<file path="src/rtl/mem_pkg.sv">
// mem_pkg: shared definitions for the memory-stage byte sequencer.
//   - bit positions inside the decoded mem_op word
//   - sequencer state encoding
//   - alignment predicate and lane priority helper
package mem_pkg;

    localparam int OP_W     = 10;
    localparam int OP_SIGN  = 9;
    localparam int OP_BYTE  = 8;
    localparam int OP_HALF  = 7;
    localparam int OP_WORD  = 6;
    localparam int OP_LOAD  = 5;
    localparam int OP_STORE = 4;
    localparam int OP_BE_HI = 3;
    localparam int OP_BE_LO = 0;

    typedef enum logic [1:0] {
        ST_IDLE   = 2'd0,
        ST_ACCESS = 2'd1,
        ST_GAP    = 2'd2,
        ST_DONE   = 2'd3
    } state_t;

    // A halfword must sit on an even address, a word on a multiple of four.
    function automatic logic is_misaligned(input logic [OP_W-1:0] op, input logic [1:0] off);
        return (op[OP_HALF] && off[0]) || (op[OP_WORD] && (off != 2'b00));
    endfunction

    // Index of the lowest set lane; 0 when no lane is set.
    function automatic logic [1:0] lowest_lane(input logic [3:0] lanes);
        logic [1:0] idx;
        idx = 2'd0;
        if (lanes[0])      idx = 2'd0;
        else if (lanes[1]) idx = 2'd1;
        else if (lanes[2]) idx = 2'd2;
        else if (lanes[3]) idx = 2'd3;
        return idx;
    endfunction

endpackage

</file>
<file path="src/rtl/mem_seq_if.sv">
// mem_seq_if: bundle between the pipeline / SRAM side and the sequencer.
//   Request : req_valid, mem_op[9:0], addr[31:0], wdata[31:0]
//   Response: stall, rdata[31:0], rdata_valid, misaligned
//   SRAM    : ram_addr[ADDR_W-1:0], ram_dout[7:0], ram_din[7:0],
//             ram_ce_n, ram_oe_n, ram_we_n (active low)
// master = pipeline and SRAM side, slave = the sequencer.
interface mem_seq_if #(
    parameter int ADDR_W = 16
);
    logic              req_valid;
    logic [9:0]        mem_op;
    logic [31:0]       addr;
    logic [31:0]       wdata;
    logic              stall;
    logic [31:0]       rdata;
    logic              rdata_valid;
    logic              misaligned;
    logic [ADDR_W-1:0] ram_addr;
    logic [7:0]        ram_dout;
    logic [7:0]        ram_din;
    logic              ram_ce_n;
    logic              ram_oe_n;
    logic              ram_we_n;

    modport master (
        output req_valid, mem_op, addr, wdata, ram_din,
        input  stall, rdata, rdata_valid, misaligned,
               ram_addr, ram_dout, ram_ce_n, ram_oe_n, ram_we_n
    );

    modport slave (
        input  req_valid, mem_op, addr, wdata, ram_din,
        output stall, rdata, rdata_valid, misaligned,
               ram_addr, ram_dout, ram_ce_n, ram_oe_n, ram_we_n
    );
endinterface

</file>
<file path="src/rtl/mem_ext.sv">
// mem_ext: aligns the assembled read buffer to bit 0 and extends it.
//   i_buf[31:0] : bytes as they sit in the addressed word
//   i_off[1:0]  : byte offset of the access inside the word
//   i_byte      : byte access, extend from bit 7
//   i_half      : halfword access, extend from bit 15
//   i_sign      : sign-extend when set, zero-extend otherwise
//   o_data[31:0]: load result (word accesses pass through)
module mem_ext (
    input  logic [31:0] i_buf,
    input  logic [1:0]  i_off,
    input  logic        i_byte,
    input  logic        i_half,
    input  logic        i_sign,
    output logic [31:0] o_data
);
    logic [31:0] w_shifted;

    assign w_shifted = i_buf >> {i_off, 3'b000};

    always_comb begin
        o_data = w_shifted;
        if (i_byte) begin
            o_data = {{24{i_sign & w_shifted[7]}}, w_shifted[7:0]};
        end else if (i_half) begin
            o_data = {{16{i_sign & w_shifted[15]}}, w_shifted[15:0]};
        end
    end
endmodule

</file>
<file path="src/rtl/mem_seq.sv">
// mem_seq: splits a byte/half/word load or store into single-byte SRAM
// cycles (ACCESS held WAIT_CYCLES, then one GAP cycle per byte), stalls the
// pipeline meanwhile and pulses rdata_valid for one DONE cycle at the end.
//   clk, rst : clock and synchronous active-high reset
//   bus      : mem_seq_if slave (request, response and SRAM signals)
// SRAM strobes, ram_addr/ram_dout, rdata and rdata_valid are registered;
// stall and misaligned are combinational.
module mem_seq
    import mem_pkg::*;
#(
    parameter int ADDR_W      = 16,
    parameter int WAIT_CYCLES = 1
) (
    input  logic     clk,
    input  logic     rst,
    mem_seq_if.slave bus
);
    state_t            r_state, w_state_next;
    logic [OP_W-1:0]   w_op;
    logic              w_is_load, w_is_store;
    logic              w_accept, w_bad_align, w_start;
    logic [3:0]        w_lanes_in, w_lanes_left, r_lanes;
    logic [1:0]        r_lane, w_lane_next;
    logic [1:0]        r_off, w_off_src, w_byte_sel;
    logic [ADDR_W-3:0] r_addr_hi, w_hi_src;
    logic [31:0]       r_wdata, w_wdata_src, r_buf, w_ext;
    logic              r_load, r_sign, r_byte, r_half, w_load_src;
    logic [2:0]        r_wait;
    logic              w_last_wait;
    logic              r_ce_n, r_oe_n, r_we_n, r_rdata_valid;
    logic [ADDR_W-1:0] r_ram_addr;
    logic [7:0]        r_ram_dout, w_dout_next;
    logic [31:0]       r_rdata;
    logic              w_unused_addr;

    assign w_op        = bus.mem_op;
    assign w_is_load   = w_op[OP_LOAD];
    assign w_is_store  = w_op[OP_STORE];
    assign w_accept    = (r_state == ST_IDLE) && bus.req_valid && (w_is_load ^ w_is_store);
    assign w_bad_align = is_misaligned(w_op, bus.addr[1:0]);
    assign w_start     = w_accept && !w_bad_align;
    // Byte enables moved to the addressed lanes; bits above lane 3 drop off.
    assign w_lanes_in  = w_op[OP_BE_HI:OP_BE_LO] << bus.addr[1:0];
    assign w_lanes_left = r_lanes & ~(4'b0001 << r_lane);
    assign w_last_wait = (r_wait == 3'(WAIT_CYCLES - 1));
    assign w_unused_addr = ^bus.addr[31:ADDR_W];

    // The first SRAM cycle is launched from IDLE, before the request is
    // latched, so its address/data come straight from the request inputs.
    assign w_off_src   = (r_state == ST_IDLE) ? bus.addr[1:0]          : r_off;
    assign w_hi_src    = (r_state == ST_IDLE) ? bus.addr[ADDR_W-1:2]   : r_addr_hi;
    assign w_wdata_src = (r_state == ST_IDLE) ? bus.wdata              : r_wdata;
    assign w_load_src  = (r_state == ST_IDLE) ? w_is_load              : r_load;
    // Store data is right-aligned, so SRAM lane L takes data byte L - offset.
    assign w_byte_sel  = w_lane_next - w_off_src;
    assign w_dout_next = w_wdata_src[{w_byte_sel, 3'b000} +: 8];

    always_ff @(posedge clk) begin
        if (rst) begin
            r_state <= ST_IDLE;
        end else begin
            r_state <= w_state_next;
        end
    end

    always_comb begin
        w_state_next = r_state;
        w_lane_next  = r_lane;
        case (r_state)
            ST_IDLE: begin
                if (w_start) begin
                    w_state_next = ST_ACCESS;
                    w_lane_next  = lowest_lane(w_lanes_in);
                end
            end
            ST_ACCESS: begin
                if (w_last_wait) begin
                    w_state_next = ST_GAP;
                end
            end
            ST_GAP: begin
                if (w_lanes_left != 4'b0000) begin
                    w_state_next = ST_ACCESS;
                    w_lane_next  = lowest_lane(w_lanes_left);
                end else begin
                    w_state_next = ST_DONE;
                end
            end
            ST_DONE: begin
                w_state_next = ST_IDLE;
            end
            default: begin
                w_state_next = ST_IDLE;
            end
        endcase
    end

    always_ff @(posedge clk) begin
        if (rst) begin
            r_lane        <= 2'd0;
            r_lanes       <= 4'b0000;
            r_off         <= 2'd0;
            r_addr_hi     <= '0;
            r_wdata       <= '0;
            r_buf         <= '0;
            r_load        <= 1'b0;
            r_sign        <= 1'b0;
            r_byte        <= 1'b0;
            r_half        <= 1'b0;
            r_wait        <= 3'd0;
            r_ce_n        <= 1'b1;
            r_oe_n        <= 1'b1;
            r_we_n        <= 1'b1;
            r_ram_addr    <= '0;
            r_ram_dout    <= 8'h00;
            r_rdata       <= '0;
            r_rdata_valid <= 1'b0;
        end else begin
            r_lane        <= w_lane_next;
            // Strobes follow the state being entered so they are registered
            // yet line up exactly with the ACCESS cycles.
            r_ce_n        <= !(w_state_next == ST_ACCESS);
            r_oe_n        <= !((w_state_next == ST_ACCESS) && w_load_src);
            r_we_n        <= !((w_state_next == ST_ACCESS) && !w_load_src);
            r_rdata_valid <= (w_state_next == ST_DONE);

            if (w_state_next == ST_ACCESS) begin
                r_ram_addr <= {w_hi_src, w_lane_next};
                if (!w_load_src) begin
                    r_ram_dout <= w_dout_next;
                end
            end

            if ((w_state_next == ST_DONE) && r_load) begin
                r_rdata <= w_ext;
            end

            if (w_start) begin
                r_lanes   <= w_lanes_in;
                r_off     <= bus.addr[1:0];
                r_addr_hi <= bus.addr[ADDR_W-1:2];
                r_wdata   <= bus.wdata;
                r_buf     <= '0;
                r_load    <= w_is_load;
                r_sign    <= w_op[OP_SIGN];
                r_byte    <= w_op[OP_BYTE];
                r_half    <= w_op[OP_HALF];
                r_wait    <= 3'd0;
            end

            if (r_state == ST_ACCESS) begin
                if (w_last_wait) begin
                    r_wait <= 3'd0;
                    if (r_load) begin
                        r_buf[{r_lane, 3'b000} +: 8] <= bus.ram_din;
                    end
                end else begin
                    r_wait <= r_wait + 3'd1;
                end
            end

            // Retire the lane just accessed so the encoder moves on.
            if (r_state == ST_GAP) begin
                r_lanes <= w_lanes_left;
            end
        end
    end

    mem_ext u_ext (
        .i_buf  (r_buf),
        .i_off  (r_off),
        .i_byte (r_byte),
        .i_half (r_half),
        .i_sign (r_sign),
        .o_data (w_ext)
    );

    assign bus.stall       = !rst && (w_start || (r_state == ST_ACCESS) || (r_state == ST_GAP));
    assign bus.misaligned  = !rst && w_accept && w_bad_align;
    assign bus.rdata       = r_rdata;
    assign bus.rdata_valid = r_rdata_valid;
    assign bus.ram_addr    = r_ram_addr;
    assign bus.ram_dout    = r_ram_dout;
    assign bus.ram_ce_n    = r_ce_n;
    assign bus.ram_oe_n    = r_oe_n;
    assign bus.ram_we_n    = r_we_n;
endmodule

</file>
<file path="src/flat_wrapper.sv">
// flat-port wrapper written by rule: the top's interface ports become plain ports
module mem_seq_flat import mem_pkg::*;
#(
    parameter int ADDR_W      = 16,
    parameter int WAIT_CYCLES = 1
)
  (clk, rst, bus_req_valid, bus_mem_op, bus_addr, bus_wdata, bus_ram_din, bus_stall, bus_rdata, bus_rdata_valid, bus_misaligned, bus_ram_addr, bus_ram_dout, bus_ram_ce_n, bus_ram_oe_n, bus_ram_we_n);
  mem_seq_if #(.ADDR_W(ADDR_W)) bus_i ();
  input  logic clk;
  input  logic rst;
  input wire logic [$bits(bus_i.req_valid)-1:0] bus_req_valid;
  input wire logic [$bits(bus_i.mem_op)-1:0] bus_mem_op;
  input wire logic [$bits(bus_i.addr)-1:0] bus_addr;
  input wire logic [$bits(bus_i.wdata)-1:0] bus_wdata;
  input wire logic [$bits(bus_i.ram_din)-1:0] bus_ram_din;
  output wire logic [$bits(bus_i.stall)-1:0] bus_stall;
  output wire logic [$bits(bus_i.rdata)-1:0] bus_rdata;
  output wire logic [$bits(bus_i.rdata_valid)-1:0] bus_rdata_valid;
  output wire logic [$bits(bus_i.misaligned)-1:0] bus_misaligned;
  output wire logic [$bits(bus_i.ram_addr)-1:0] bus_ram_addr;
  output wire logic [$bits(bus_i.ram_dout)-1:0] bus_ram_dout;
  output wire logic [$bits(bus_i.ram_ce_n)-1:0] bus_ram_ce_n;
  output wire logic [$bits(bus_i.ram_oe_n)-1:0] bus_ram_oe_n;
  output wire logic [$bits(bus_i.ram_we_n)-1:0] bus_ram_we_n;
  assign bus_i.req_valid = bus_req_valid;
  assign bus_i.mem_op = bus_mem_op;
  assign bus_i.addr = bus_addr;
  assign bus_i.wdata = bus_wdata;
  assign bus_i.ram_din = bus_ram_din;
  assign bus_stall = bus_i.stall;
  assign bus_rdata = bus_i.rdata;
  assign bus_rdata_valid = bus_i.rdata_valid;
  assign bus_misaligned = bus_i.misaligned;
  assign bus_ram_addr = bus_i.ram_addr;
  assign bus_ram_dout = bus_i.ram_dout;
  assign bus_ram_ce_n = bus_i.ram_ce_n;
  assign bus_ram_oe_n = bus_i.ram_oe_n;
  assign bus_ram_we_n = bus_i.ram_we_n;
  mem_seq #(.ADDR_W(ADDR_W), .WAIT_CYCLES(WAIT_CYCLES)) u_core (.clk(clk), .rst(rst), .bus(bus_i));
endmodule
</file>
<file path="config.mk">
export PLATFORM = sky130hd
export DESIGN_NAME = mem_seq_flat
export DESIGN_NICKNAME = d
export VERILOG_FILES = /design/src/rtl/mem_pkg.sv /design/src/rtl/mem_seq_if.sv /design/src/rtl/mem_ext.sv /design/src/rtl/mem_seq.sv /design/src/flat_wrapper.sv
export SDC_FILE = /design/constraint.sdc
export NUM_CORES = 1
export LEC_CHECK = 0
export BUFFER_PORTS_ARGS = -buffer_cell sky130_fd_sc_hd__clkbuf_2
export CAP_MARGIN = 20
export CORE_MARGIN = 2
export CORE_UTILIZATION = 55
export CTS_CLUSTER_SIZE = 8
export DETAILED_ROUTE_END_ITERATION = 6
export PLACE_DENSITY = 0.88
export SLEW_MARGIN = 5
export SYNTH_ARGS = -nofsm -noshare
export SYNTH_HDL_FRONTEND = slang
export SYNTH_SLANG_ARGS = --single-unit
</file>
<file path="constraint.sdc">
create_clock -name clk -period 4.55 [get_ports clk]
set_input_delay 0.91 -clock clk [delete_from_list [all_inputs] [get_ports clk]]
set_output_delay 0.91 -clock clk [all_outputs]
set_load 0.005 [all_outputs]
</file>
==> impl_results.md, run 1 <==
- Async S/R FF share, synth: 0%
- Unrepaired setup endpoints after global routing: false
- Skew final: 0.0110 ns
- Initial antenna violation count: 0
- Initial Utilization: 55.8%
- Cell Pwr Density: 402 mW/mm²
- Slew of the pin with the lowest slew margin: 0.969 ns
- Syn_area_per_cell: 8.54 µm²
- P_leak: 3.36 nW
- Top cell by count, worst path: ha_1
- Worst EP arrival: 3.84 ns
- Overall die height: 119 µm
- Hold bufs inserted after CTS: 0
- Finished Cell Area: 0.00865 mm²
- Critical path class: register to register
- CP Buf/Inv Count: 1
- Max Fclk: 284 MHz
- R2r setup slk: 1.03 ns
- # rows: 42
- Worst path cell trace: inv_1 > ha_1 > nor2b_1 > o21ai_0 > a32o_1 > a21oi_1 > ha_1 > mux4_2 > nor4_1 > mux2_4 > a211oi_2
- Final hold viol count: 0
- ANT nets after route: 0
- Wire per inst: 17.2 µm
- N_diodes: 0
- Setup TNS: 0 ns
- Final WL: 19.6 mm
- Setup crit start kind: register
- Grt total ovfl: 0
- Setup violations, final: 0
- Worst Setup SP: u_core.r_lane[0]
- Clock Pin Slew Worst Setup and Hold Paths: 0.07 ns
- Vias in the first global route: 6594
- Flops & latches, synth: 155
- Resized cells post-CTS: 0
- Fin. max-slew vios: 0
- MaxCap Viol Count: 0
- Slowest cell on the critical path: ha_1
- CP endpoint kind: register
- CTS tree: yes
- Via count: 6825
- First-pass GRT wire length: 31.6 mm
- Cells after Synth: 858
- CTS H-tree depth: 4
- Critical path's top delay family: adder cells
- Worst Hold Depth: 2
- Largest net degree at the start of global routing: 71
- Top cells by area, synth: dfxtp_1, nand2_1, a21oi_1
- Cell area after synthesis: 0.00732 mm²
- Register area: 0.00310 mm²
- Share of the synthesized area in the top cell type: 42.4%
- Endpoint, Worst Hold: u_core.r_addr_hi[3]
- Period minus WS final: 3.52 ns
- Slew HR: 35.3%
- Most common cell after layout, fill and taps aside: nand2_1
- DRT Pass-1 Iters: 5
- Layout cell share with drive strength beyond 1: 25.1%
- Worst Path Required: 4.87 ns
- Worst path max stage delay: 0.60 ns
- Post-synth top flop: dfxtp_1
- Synth Net Count: 954
- Reg2reg end: u_core.bus.ram_dout[6]
- DP Wirelength: 12.4 mm
- Hold path start: u_core.r_addr_hi[3]
- Netlist cell types: 61
- Number of CTS-inserted buffers: 17
- Commonest non-fill, non-tap cells in the layout: nand2_1, dfxtp_1, clkbuf_2, a21oi_1, nor2_1
- Initial DRC count: 653
- R2R depth: 11
- Multi-input gate area: 0.00388 mm²
- Reg2reg start: u_core.r_lane[0]
- Area Overhead vs Synth: 18.1%
- Io pins: 147
- Status: complete, no violations
- Filler cell count: 1069
- Horiz. Die Dim: 119 µm
- Largest fanout on the critical path: 13
- Skew-Pair Late Insertion Delay: 0.43 ns
- Bufs on Longest Clock Path: 2
- Area of the core: 0.0131 mm²
- Period utilization: 77.5%
- Placer Congestion: 0.838
- Final net count: 1045
- Leading area contributor after synthesis: dfxtp_1
- GRT Overall Usage: 27.6%
- Hold Path Class: register to register
- Drt drc: 0
- Die area: 0.0143 mm²
- Sequential fraction of the synthesis area: 42.4%
- CTS sink count: 155
- Yosys warnings: 0
- Via density: 6.00
- PortBufs: 130
- Cell area after placement: 0.00800 mm²
- CTS Root Cell: clkbuf_16
- Peak supply drop: 0.275 mV
- # Post-CTS Setup Buffers: 0
- Post-synth EDFFs: 0
## worst reg2reg max path: stages, from the launching register on
cell      delay, ns
dfxtp_1        0.57
inv_1          0.18
ha_1           0.25
nor2b_1        0.23
o21ai_0        0.14
a32o_1         0.28
a21oi_1        0.26
ha_1           0.60
mux4_2         0.45
nor4_1         0.22
mux2_4         0.21
a211oi_2       0.04
## where the power goes
group	switching [mW]	total [mW]	leakage [nW]	internal, mW
Combinational	0.296	0.484	1.80	0.188
Clock	0.581	1.55	0.302	0.965
Sequential	0.0353	1.44	1.26	1.41
## layer usage
| metal | vias up | part of all wire (%) | wire [µm] | GRT usage (%) |
|---|---|---|---|---|
| li1 | 3234 | - | - | - |
| met1 | 3227 | 41 | 7990 | 33.1 |
| met2 | 294 | 48 | 9340 | 45.5 |
| met3 | 70 | 8.0 | 1570 | 7.90 |
| met4 | 0 | 3.5 | 680 | 13.2 |
| met5 | - | 0 | 0 | 0 |
## worst max path at each step
stage / to / slack, ns / depth (start not counted)
after CTS: u_core.bus.ram_dout[6] / 1.08 / 11
after floorplan: u_core.bus.ram_dout[6] / 1.11 / 12
final: u_core.bus.ram_dout[6] / 1.03 / 11
after global routing: u_core.bus.ram_dout[4] / 0.81 / 11
after global placement: u_core.bus.ram_dout[4] / 0.89 / 11
after detailed placement: u_core.bus.ram_dout[4] / 0.87 / 11
## final cells by class
type | count | share of cell area [%]
multi-input combinational | 618 | 44.9
sequential | 155 | 35.9
timing repair buffer | 141 | 8.51
clock buffer | 20 | 5.40
tap | 176 | 2.55
clock inverter | 12 | 2.13
inverter | 16 | 0.694
## state kept, by name, indices dropped and copies added, names as in the netlist
name and count:
u_core.r_buf 32, u_core.r_wdata 32, u_core.bus.rdata 32, u_core.r_addr_hi 14, u_core.r_load 1, u_core.bus.ram_we_n 1, u_core.bus.ram_oe_n 1, u_core.r_lane 2
u_core.bus.ram_addr 16, u_core.r_wait 3, u_core.bus.rdata_valid 1, u_core.r_sign 1, u_core.r_lanes 4, u_core.r_off 2, u_core.r_byte 1, u_core.bus.ram_ce_n 1
u_core.r_state 2, u_core.r_half 1, u_core.bus.ram_dout 8
## synthesized netlist by cell type (2+ instances only)
cell	count
a22oi_1	32
a311oi_1	14
o21a_1	2
nand2b_1	5
o221a_2	15
and3_1	2
and2_1	3
buf_2	10
mux2i_1	21
or2_2	2
o21ai_1	2
dfxtp_1	155
mux4_2	16
buf_6	2
o21ai_2	2
nand2_1	160
nand3_1	7
inv_1	15
a211oi_1	4
nor4_1	17
o211ai_1	7
nor2_1	90
ha_1	11
mux2_2	10
mux2_4	5
o21ai_0	43
a211oi_2	8
nor3_1	5
a31oi_1	3
a21oi_1	93
buf_4	2
o2bb2ai_1	2
nor2b_1	8
buf_1	8
nor3b_1	4
clkbuf_1	47
nand3b_1	2
## logic make-up after synthesis
family | after synthesis | share of synthesized area, %
xor gates and xnor gates | 2 | 0.239
AOI/OAI and AO/OA | 236 | 21.1
muxes | 53 | 10.5
DFF | 155 | 42.4
buffers and inverters | 85 | 4.83
adders and majority gates | 11 | 1.88
and+or+nand+nor | 316 | 19.0
## through the flow
step | hold WS, ns | cells | utilization (%) | power (mW) | setup slack [ns]
after global routing | 0.474 | 1138 | 65.8 | 3.59 | 0.809
after CTS | 0.452 | 1138 | 65.8 | 3.48 | 1.08
after floorplan | 0.433 | 858 | - | 1.79 | 1.11
after detailed placement | 0.444 | 1106 | 60.9 | 1.94 | 0.870
after global placement | 0.438 | 1106 | 60.9 | 1.93 | 0.892
final | 0.451 | 1138 | 65.8 | 3.47 | 1.03
(Power assumes the default switching activity.)
==> run 2: changes to the inputs <==
--- a/config.mk
+++ b/config.mk
@@ -8,10 +8,10 @@
 export BUFFER_PORTS_ARGS = -buffer_cell sky130_fd_sc_hd__clkbuf_2
 export CAP_MARGIN = 20
 export CORE_MARGIN = 2
-export CORE_UTILIZATION = 55
+export CORE_UTILIZATION = 50
 export CTS_CLUSTER_SIZE = 8
 export DETAILED_ROUTE_END_ITERATION = 6
-export PLACE_DENSITY = 0.88
+export PLACE_DENSITY = 0.84
 export SLEW_MARGIN = 5
 export SYNTH_ARGS = -nofsm -noshare
 export SYNTH_HDL_FRONTEND = slang
==> constraint.sdc (replaced) <==
create_clock -name clk -period 3.13 [get_ports clk]
set_input_delay 0.626 -clock clk [delete_from_list [all_inputs] [get_ports clk]]
set_output_delay 0.626 -clock clk [all_outputs]
set_load 0.005 [all_outputs]
==> impl_results.md, run 2 (synthesized netlist as in run 1, its figures left out) <==
- Period minus WS final: 2.88 ns (-0.645 ns)
- Hold path start: bus_wdata[29]
- Skew final: 0.0100 ns (-0.000901 ns)
- Unrepaired setup endpoints after global routing: false
- Finished Cell Area: 0.00872 mm² (+0.85%)
- Vias in the first global route: 6445 (-2.3%)
- Via count: 6806 (-0.28%)
- Fin. max-slew vios: 0 (unchanged)
- Layout cell share with drive strength beyond 1: 26.2% (+1.1 points)
- Initial Utilization: 50.8% (-5.0 points)
- ANT nets after route: 0 (unchanged)
- Worst Path Required: 3.48 ns (-1.39 ns)
- Worst Setup SP: u_core.r_lane[1]
- Peak supply drop: 0.442 mV (+61%)
- Status: complete, no violations
- Initial antenna violation count: 0 (unchanged)
- CTS tree: yes
- Worst Hold Depth: 3 (+1)
- Multi-input gate area: 0.00391 mm² (+0.71%)
- Final WL: 19.4 mm (-0.78%)
- Worst path max stage delay: 0.49 ns (-0.11 ns)
- Hold bufs inserted after CTS: 0 (unchanged)
- Area Overhead vs Synth: 19.1%
- Skew-Pair Late Insertion Delay: 0.43 ns (about the same)
- Critical path class: register to register
- MaxCap Viol Count: 0 (unchanged)
- Bufs on Longest Clock Path: 2 (unchanged)
- Resized cells post-CTS: 0 (unchanged)
- Cell Pwr Density: 551 mW/mm² (+37%)
- First-pass GRT wire length: 31.4 mm (-0.44%)
- Via density: 5.88 (-2.0%)
- Cell area after placement: 0.00812 mm² (+1.6%)
- Die area: 0.0156 mm² (+9.7%)
- Reg2reg start: u_core.r_lane[1]
- CP endpoint kind: register
- Clock Pin Slew Worst Setup and Hold Paths: 0.07 ns (about the same)
- DRT Pass-1 Iters: 5 (unchanged)
- Final hold viol count: 0 (unchanged)
- Placer Congestion: 0.831 (-0.88%)
- Horiz. Die Dim: 125 µm (+4.7%)
- R2R depth: 12 (+1)
- Largest net degree at the start of global routing: 62 (-13%)
- PortBufs: 130 (unchanged)
- Wire per inst: 16.8 µm (-2.5%)
- Period utilization: 92.0% (+15 points)
- Final net count: 1057 (+1.1%)
- Most common cell after layout, fill and taps aside: nand2_1
- Slew HR: 34.7% (-0.67 points)
- Filler cell count: 1250 (+17%)
- Io pins: 147 (unchanged)
- Worst EP arrival: 3.23 ns (-0.61 ns)
- Setup violations, final: 0 (unchanged)
- CTS Root Cell: clkbuf_16
- Hold Path Class: primary input to register
- Number of CTS-inserted buffers: 17 (unchanged)
- Worst path cell trace: inv_1 > ha_1 > nand2b_1 > o21ai_0 > a32o_1 > a21oi_2 > ha_4 > or3_1 > and2_2 > o2111ai_1 > o21ai_4 > a211oi_2
- Slowest cell on the critical path: dfxtp_1
- P_leak: 3.40 nW (+1.1%)
- R2r setup slk: 0.25 ns (-0.77 ns)
- Slew of the pin with the lowest slew margin: 0.979 ns (+0.0100 ns)
- # rows: 44 (+4.8%)
- Drt drc: 0 (unchanged)
- CTS H-tree depth: 4 (unchanged)
- Register area: 0.00310 mm² (unchanged)
- WHS: 0.424 ns (-0.0268 ns)
- # Post-CTS Setup Buffers: 0 (unchanged)
- Setup crit start kind: register
- Max Fclk: 347 MHz (+22%)
- Overall die height: 125 µm (+4.7%)
- Largest fanout on the critical path: 9 (-4)
- GRT Overall Usage: 24.5% (-3.1 points)
- Initial DRC count: 588 (-10%)
- Grt total ovfl: 0 (unchanged)
- Area of the core: 0.0144 mm² (+9.8%)
- CTS sink count: 155 (unchanged)
- Commonest non-fill, non-tap cells in the layout: nand2_1, dfxtp_1, clkbuf_2, a21oi_1, nor2_1
- N_diodes: 0 (unchanged)
- DP Wirelength: 13.3 mm (+6.9%)
==> run 2: critical path: cells and delay by family, from the launching register on <==
family	cells	cell delay [ns]
buffers and inverters	1	0.15
AND/OR/NAND/NOR	3	0.81
AO/OA/AOI/OAI	6	0.99
adder cells (fa/ha/maj)	2	0.38
flip-flops	1	0.49
==> run 2: final cells by class <==
cell class | count | area share, %
repair buffers | 153 | 9.75
inverters | 16 | 0.688
clock buffers | 25 | 5.91
multi-input cells | 618 | 44.8
clock inverters | 7 | 0.645
flip-flops and latches | 155 | 35.6
well taps | 184 | 2.64
==> run 2: path summary, 6_finish.rpt <==
kind / end
max: u_core.bus.ram_dout[5]
min: u_core.r_wdata[29]
max reg2reg: u_core.bus.ram_dout[5]
min reg2reg: u_core.r_wdata[18]
==> run 2: routing by layer <==
layer | up-vias | routed length, µm | GRT usage [%]
met5 | - | 0 | 0
met4 | 0 | 350 | 7.91
met3 | 32 | 1510 | 8.17
met2 | 262 | 9290 | 39.6
met1 | 3251 | 8280 | 30.9
li1 | 3261 | - | -
==> run 2: stage by stage <==
step / power, mW / cells / utilization, % / setup TNS [ns] / worst slack (ns)
finish: 4.81 / 1158 / 60.5 / 0 / 0.251
global route: 4.99 / 1158 / 60.5 / 0 / 0.0666
CTS: 4.81 / 1158 / 60.3 / 0 / 0.0332
detailed placement: 2.86 / 1126 / 56.3 / -0.691 / -0.122
global placement: 2.84 / 1126 / 56.3 / -0.0305 / -0.0122
floorplan: 2.61 / 858 / - / 0 / 0.0213
==> run 2: power by group <==
part / leakage [nW] / switching (mW) / internal (mW)
Clock: 0.268 / 0.824 / 1.15
Combinational: 1.87 / 0.432 / 0.306
Sequential: 1.26 / 0.0514 / 2.05
Total: 3.40 / 1.31 / 3.50
